`src/rtl/wb_regfile_commit.sv`:
```
// Write-back commit stage: commits the DM/WB bundle into the 32x32 register
// file, serves two write-first bypassed read ports to decode, latches halt,
// and keeps cycle and commit counters for debug.
module wb_regfile_commit #(
  parameter int CNT_W = 32
) (
  input  logic             clk,
  input  logic             rst_n,
  input  logic             halt_dm_wb,
  input  logic             regfile_w_en_dm_wb,
  input  logic [4:0]       regfile_req_w_dm_wb,
  input  logic [31:0]      regfile_data_w_dm_wb,
  input  logic [4:0]       regfile_req_a,
  input  logic [4:0]       regfile_req_b,
  output logic [31:0]      regfile_data_a,
  output logic [31:0]      regfile_data_b,
  output logic             halted,
  output logic             pipe_en,
  output logic [CNT_W-1:0] cycle_count,
  output logic [CNT_W-1:0] commit_count
);

  localparam logic ST_RUN    = 1'b0;
  localparam logic ST_HALTED = 1'b1;

  logic        state;
  logic        commit;
  logic [31:0] regs [32];

  // A write only lands while running and never to r0.
  assign commit = (state == ST_RUN) && regfile_w_en_dm_wb &&
                  (regfile_req_w_dm_wb != 5'd0);

  assign halted  = (state == ST_HALTED);
  assign pipe_en = ~halted;

  // Run/halt state; HALTED is left only through reset.
  always_ff @(posedge clk) begin
    if (!rst_n) begin
      state <= ST_RUN;
    end else if (state == ST_RUN && halt_dm_wb) begin
      state <= ST_HALTED;
    end
  end

  // Register array: cleared on reset, written on a committed write.
  always_ff @(posedge clk) begin
    if (!rst_n) begin
      for (int i = 0; i < 32; i++) begin
        regs[i] <= 32'd0;
      end
    end else if (commit) begin
      regs[regfile_req_w_dm_wb] <= regfile_data_w_dm_wb;
    end
  end

  // Cycle and commit counters; both freeze once halted and wrap naturally.
  always_ff @(posedge clk) begin
    if (!rst_n) begin
      cycle_count  <= '0;
      commit_count <= '0;
    end else if (state == ST_RUN) begin
      cycle_count <= cycle_count + 1'b1;
      if (commit) begin
        commit_count <= commit_count + 1'b1;
      end
    end
  end

  // Read port A: r0 is zero, then write-first bypass, then the array.
  always_comb begin
    regfile_data_a = regs[regfile_req_a];
    if (regfile_req_a == 5'd0) begin
      regfile_data_a = 32'd0;
    end else if (commit && regfile_req_w_dm_wb == regfile_req_a) begin
      regfile_data_a = regfile_data_w_dm_wb;
    end
  end

  // Read port B: same priority as port A.
  always_comb begin
    regfile_data_b = regs[regfile_req_b];
    if (regfile_req_b == 5'd0) begin
      regfile_data_b = 32'd0;
    end else if (commit && regfile_req_w_dm_wb == regfile_req_b) begin
      regfile_data_b = regfile_data_w_dm_wb;
    end
  end

endmodule

```
`config.mk`:
```
export PLATFORM = sky130hd
export DESIGN_NAME = wb_regfile_commit
export DESIGN_NICKNAME = d
export VERILOG_FILES = /design/src/rtl/wb_regfile_commit.sv
export SDC_FILE = /design/constraint.sdc
export NUM_CORES = 2
export LEC_CHECK = 0
export CAP_MARGIN = 20
export CORE_ASPECT_RATIO = 0.5
export CORE_MARGIN = 2
export CORE_UTILIZATION = 45
export CTS_CLUSTER_DIAMETER = 40
export DETAILED_ROUTE_END_ITERATION = 8
export GPL_TIMING_DRIVEN = 1
export SETUP_SLACK_MARGIN = 0.5
export SLEW_MARGIN = 0
export SYNTH_ARGS = -nofsm -noshare
export SYNTH_HDL_FRONTEND = slang
export SYNTH_SLANG_ARGS = --single-unit
```
`constraint.sdc`:
```
create_clock -name clk -period 4.1 [get_ports clk]
set_input_delay 0.615 -clock clk [delete_from_list [all_inputs] [get_ports clk]]
set_output_delay 0.615 -clock clk [all_outputs]
set_load 0.1 [all_outputs]
```
==> results.txt <==
drt wl/cell: 34.2 um
distinct cell type count after synthesis: 73
post-synthesis cell area: 58,400 um2
final hold violation count: 0
PwrDens: 426 nW/um2
sequential fraction of the synthesis area: 54.8%
CTS tree: built
initial antenna violation count: 15
Max-slew headroom: 18.1%
Routed WL: 207,000 um
met2 Usage GRT: 46.2%
met3 GRT Util: 9.70%
synthesized flop and latch total: 1,089
DRC Markers: 0
Filler cells: 10.2k
Floorplan Core Area: 129,000 um2
remaining antenna violation count after routing: 0
vias in the first global route: 39.2k
ranking of synthesized cells by area: edfxtp_1 (53%), mux4_2 (20%), and2_1 (10%)
CP Cell Sequence: buf_12 > and2_1 > buf_4 > a221oi_1 > o21ai_0 > a21bo_1 > a31oi_2 > buf_12
DRT Pass-1 Iters: 5
busiest grt layer: met2
die width: 514 um
Crit. End Element: output port
die height: 259 um
global route total overflow: 0
slowest cell delay on critical path: 690 ps
DPL Wire Length: 128,000 um
Setup WS post-layout: 412 ps
RSZ-0062 raised after global routing: yes
port bufs: 180
IO Count: 181
Layout area overhead: 20.0%
clock skew: 19.3 ps
WS Path Type: input pin to output port
worst path buffer plus inverter count: 3
Worst Setup SP: regfile_req_b[1]
Worst Tran Pin Value: 1230 ps
number of flops mapped to enable cells by yosys: 1,024
Synth Area per Inst: 14.6 um2
setup violators final: 0
Syn Inst Count: 4,010
critical path's slowest cell: a221oi_1
MaxCap Viol Count: 0
share of cells above drive strength 1: 28.7%
via count: 39.1k
worst hold path class: input pin to flip-flop
family with the most delay on the worst path: compound AO/OA/AOI/OAI gates
Most Frequent Cell on Critical Path: buf_12
depth of the CTS H-tree: 4
R2R Path Start: halted
Worst Setup Slack post-DPL: 107 ps
Synth top cells by count: edfxtp_1 (1,024), and2_1 (936), mux4_2 (507)
insertion delay to the later sink of the worst-skew pair: 770 ps
pin count of the biggest net entering global routing: 56
top_reg_cell synth: edfxtp_1
final RePlAce weighted congestion: 0.895
post-synthesis cell type with the largest combined area: edfxtp_1
met1 Resource Use GR: 43.4%
CP required: 3480 ps
num rows: 93
Fmax: 271 MHz
initial core utilization: 45.4%
clock sink total: 1,089
Final Critical Period: 3690 ps
Worst Path Arrival: 3070 ps
first-pass GRT wire length: 291,000 um
CTS max path bufs: 3
CP max FO: 52
Async S/R FF share, synth: 0%
Starting DRT DRC Count: 5,751
nets: 4,292
Startpoint Class: input pin
status: complete, no violations
most common cell in the synthesized netlist: edfxtp_1
Synth Warn #: 0
Max VDD drop: 0.000448 V
Slew Viols, Final: 0
TritonCTS Buffers: 134
global-route usage over all layers: 31.0%
die area: 133,000 um2
Worst Min Path Start: halt_dm_wb
Clock Root Buffer: clkbuf_16
final period utilization: 89.9%
Setup Total Neg Slack: 0 ps
routed vias/inst: 6.46
Synth top area share: 52.6%
Worst-path clk slew: 60 ps
Leak: 25.0 nW
==> layer usage <==
metal	wire length, um	vias to the layer above	part of all wire, %
li1	-	15900	-
met1	81700	20500	39
met2	92100	2425	44
met3	27000	387	13
met4	6400	2	3.1
met5	11	-	0.0053
==> what timing repair did <==
item                       4_1_cts  5_1_grt
setup endpoints to repair       62       52
pin swaps                        6        1
cloned                           5        4
hold buffers                     0        0
gates resized for setup         56       20
buffers inserted                 3        8
==> placed cells by master, fill, tap and decap left out, drive strengths merged, types with 33 or more instances in the layout <==
cell / count
clkbuf: 159
a221oi: 43
buf: 374
and2: 936
o21ai: 66
a21oi: 70
inv: 33
mux2i: 175
nor3: 80
a211oi: 36
clkdlybuf4s50: 101
nor2: 118
xnor2: 40
nor2b: 50
nand2: 81
mux4: 509
dfxtp: 65
edfxtp: 1024
clkinv: 38
==> cell type report <==
cell class / instances / area [um2] / share of cell area, %
Sequential cell: 1089 / 32100 / 45.7
Inverter: 20 / 80.1 / 0.114
Clock inverter: 79 / 980 / 1.40
Antenna cell: 7 / 17.5 / 0.0250
Multi-Input combinational cell: 2509 / 25300 / 36.2
Timing Repair Buffer: 485 / 5900 / 8.42
Tap cell: 1710 / 2140 / 3.05
Clock buffer: 155 / 3580 / 5.11
==> sequential cells by signal (all words and copies together) (netlist names) <==
name / cells
regs: 1024
halted: 1
cycle_count: 32
commit_count: 32
==> cells by family after synthesis <==
group	count (synthesis)	share of synthesized area (%)
other	1	0.00642
flip-flops	1089	54.8
AO/OA/AOI/OAI	340	4.17
adder cells (fa/ha/maj)	2	0.0428
XOR/XNOR	50	0.749
multiplexers	697	22.9
AND/OR/NAND/NOR	1388	13.9
buffers and inverters	443	3.42
==> per-stage QoR <==
| step | instance area (um2) | hold slack, ps | utilization [%] | power, W | cells |
|---|---|---|---|---|---|
| floorplan | 58700 | 731 | - | 0.0156 | 4041 |
| global placement | 64800 | 458 | 50.3 | 0.0174 | 5791 |
| global route | 70100 | 447 | 54.4 | 0.0306 | 6048 |
| detailed placement | 64800 | 465 | 50.3 | 0.0175 | 5792 |
| CTS | 69800 | 375 | 54.2 | 0.0299 | 6034 |
| finish | 70100 | 418 | 54.4 | 0.0299 | 6054 |
==> power by group <==
group	total [W]	internal, W	switching, W
Sequential	0.0128	0.0126	0.000218
Clock	0.0125	0.00754	0.00494
Combinational	0.00462	0.00177	0.00286
==> path summary, 6_finish.rpt <==
kind | endpoint | slack (ps) | depth (start not counted)
hold reg to reg | cycle_count[31] | 480 | 2
setup reg to reg | regs[4][5] | 1030 | 6
setup / recovery | regfile_data_b[8] | 410 | 8
hold / removal | halted | 420 | 3
==> worst min-delay path, delay by kind of cell <==
kind	cells	cell delay, ps
buffers and inverters	1	400
and+or+nand+nor	2	120
Note: power is estimated with default switching activity, not from simulation.
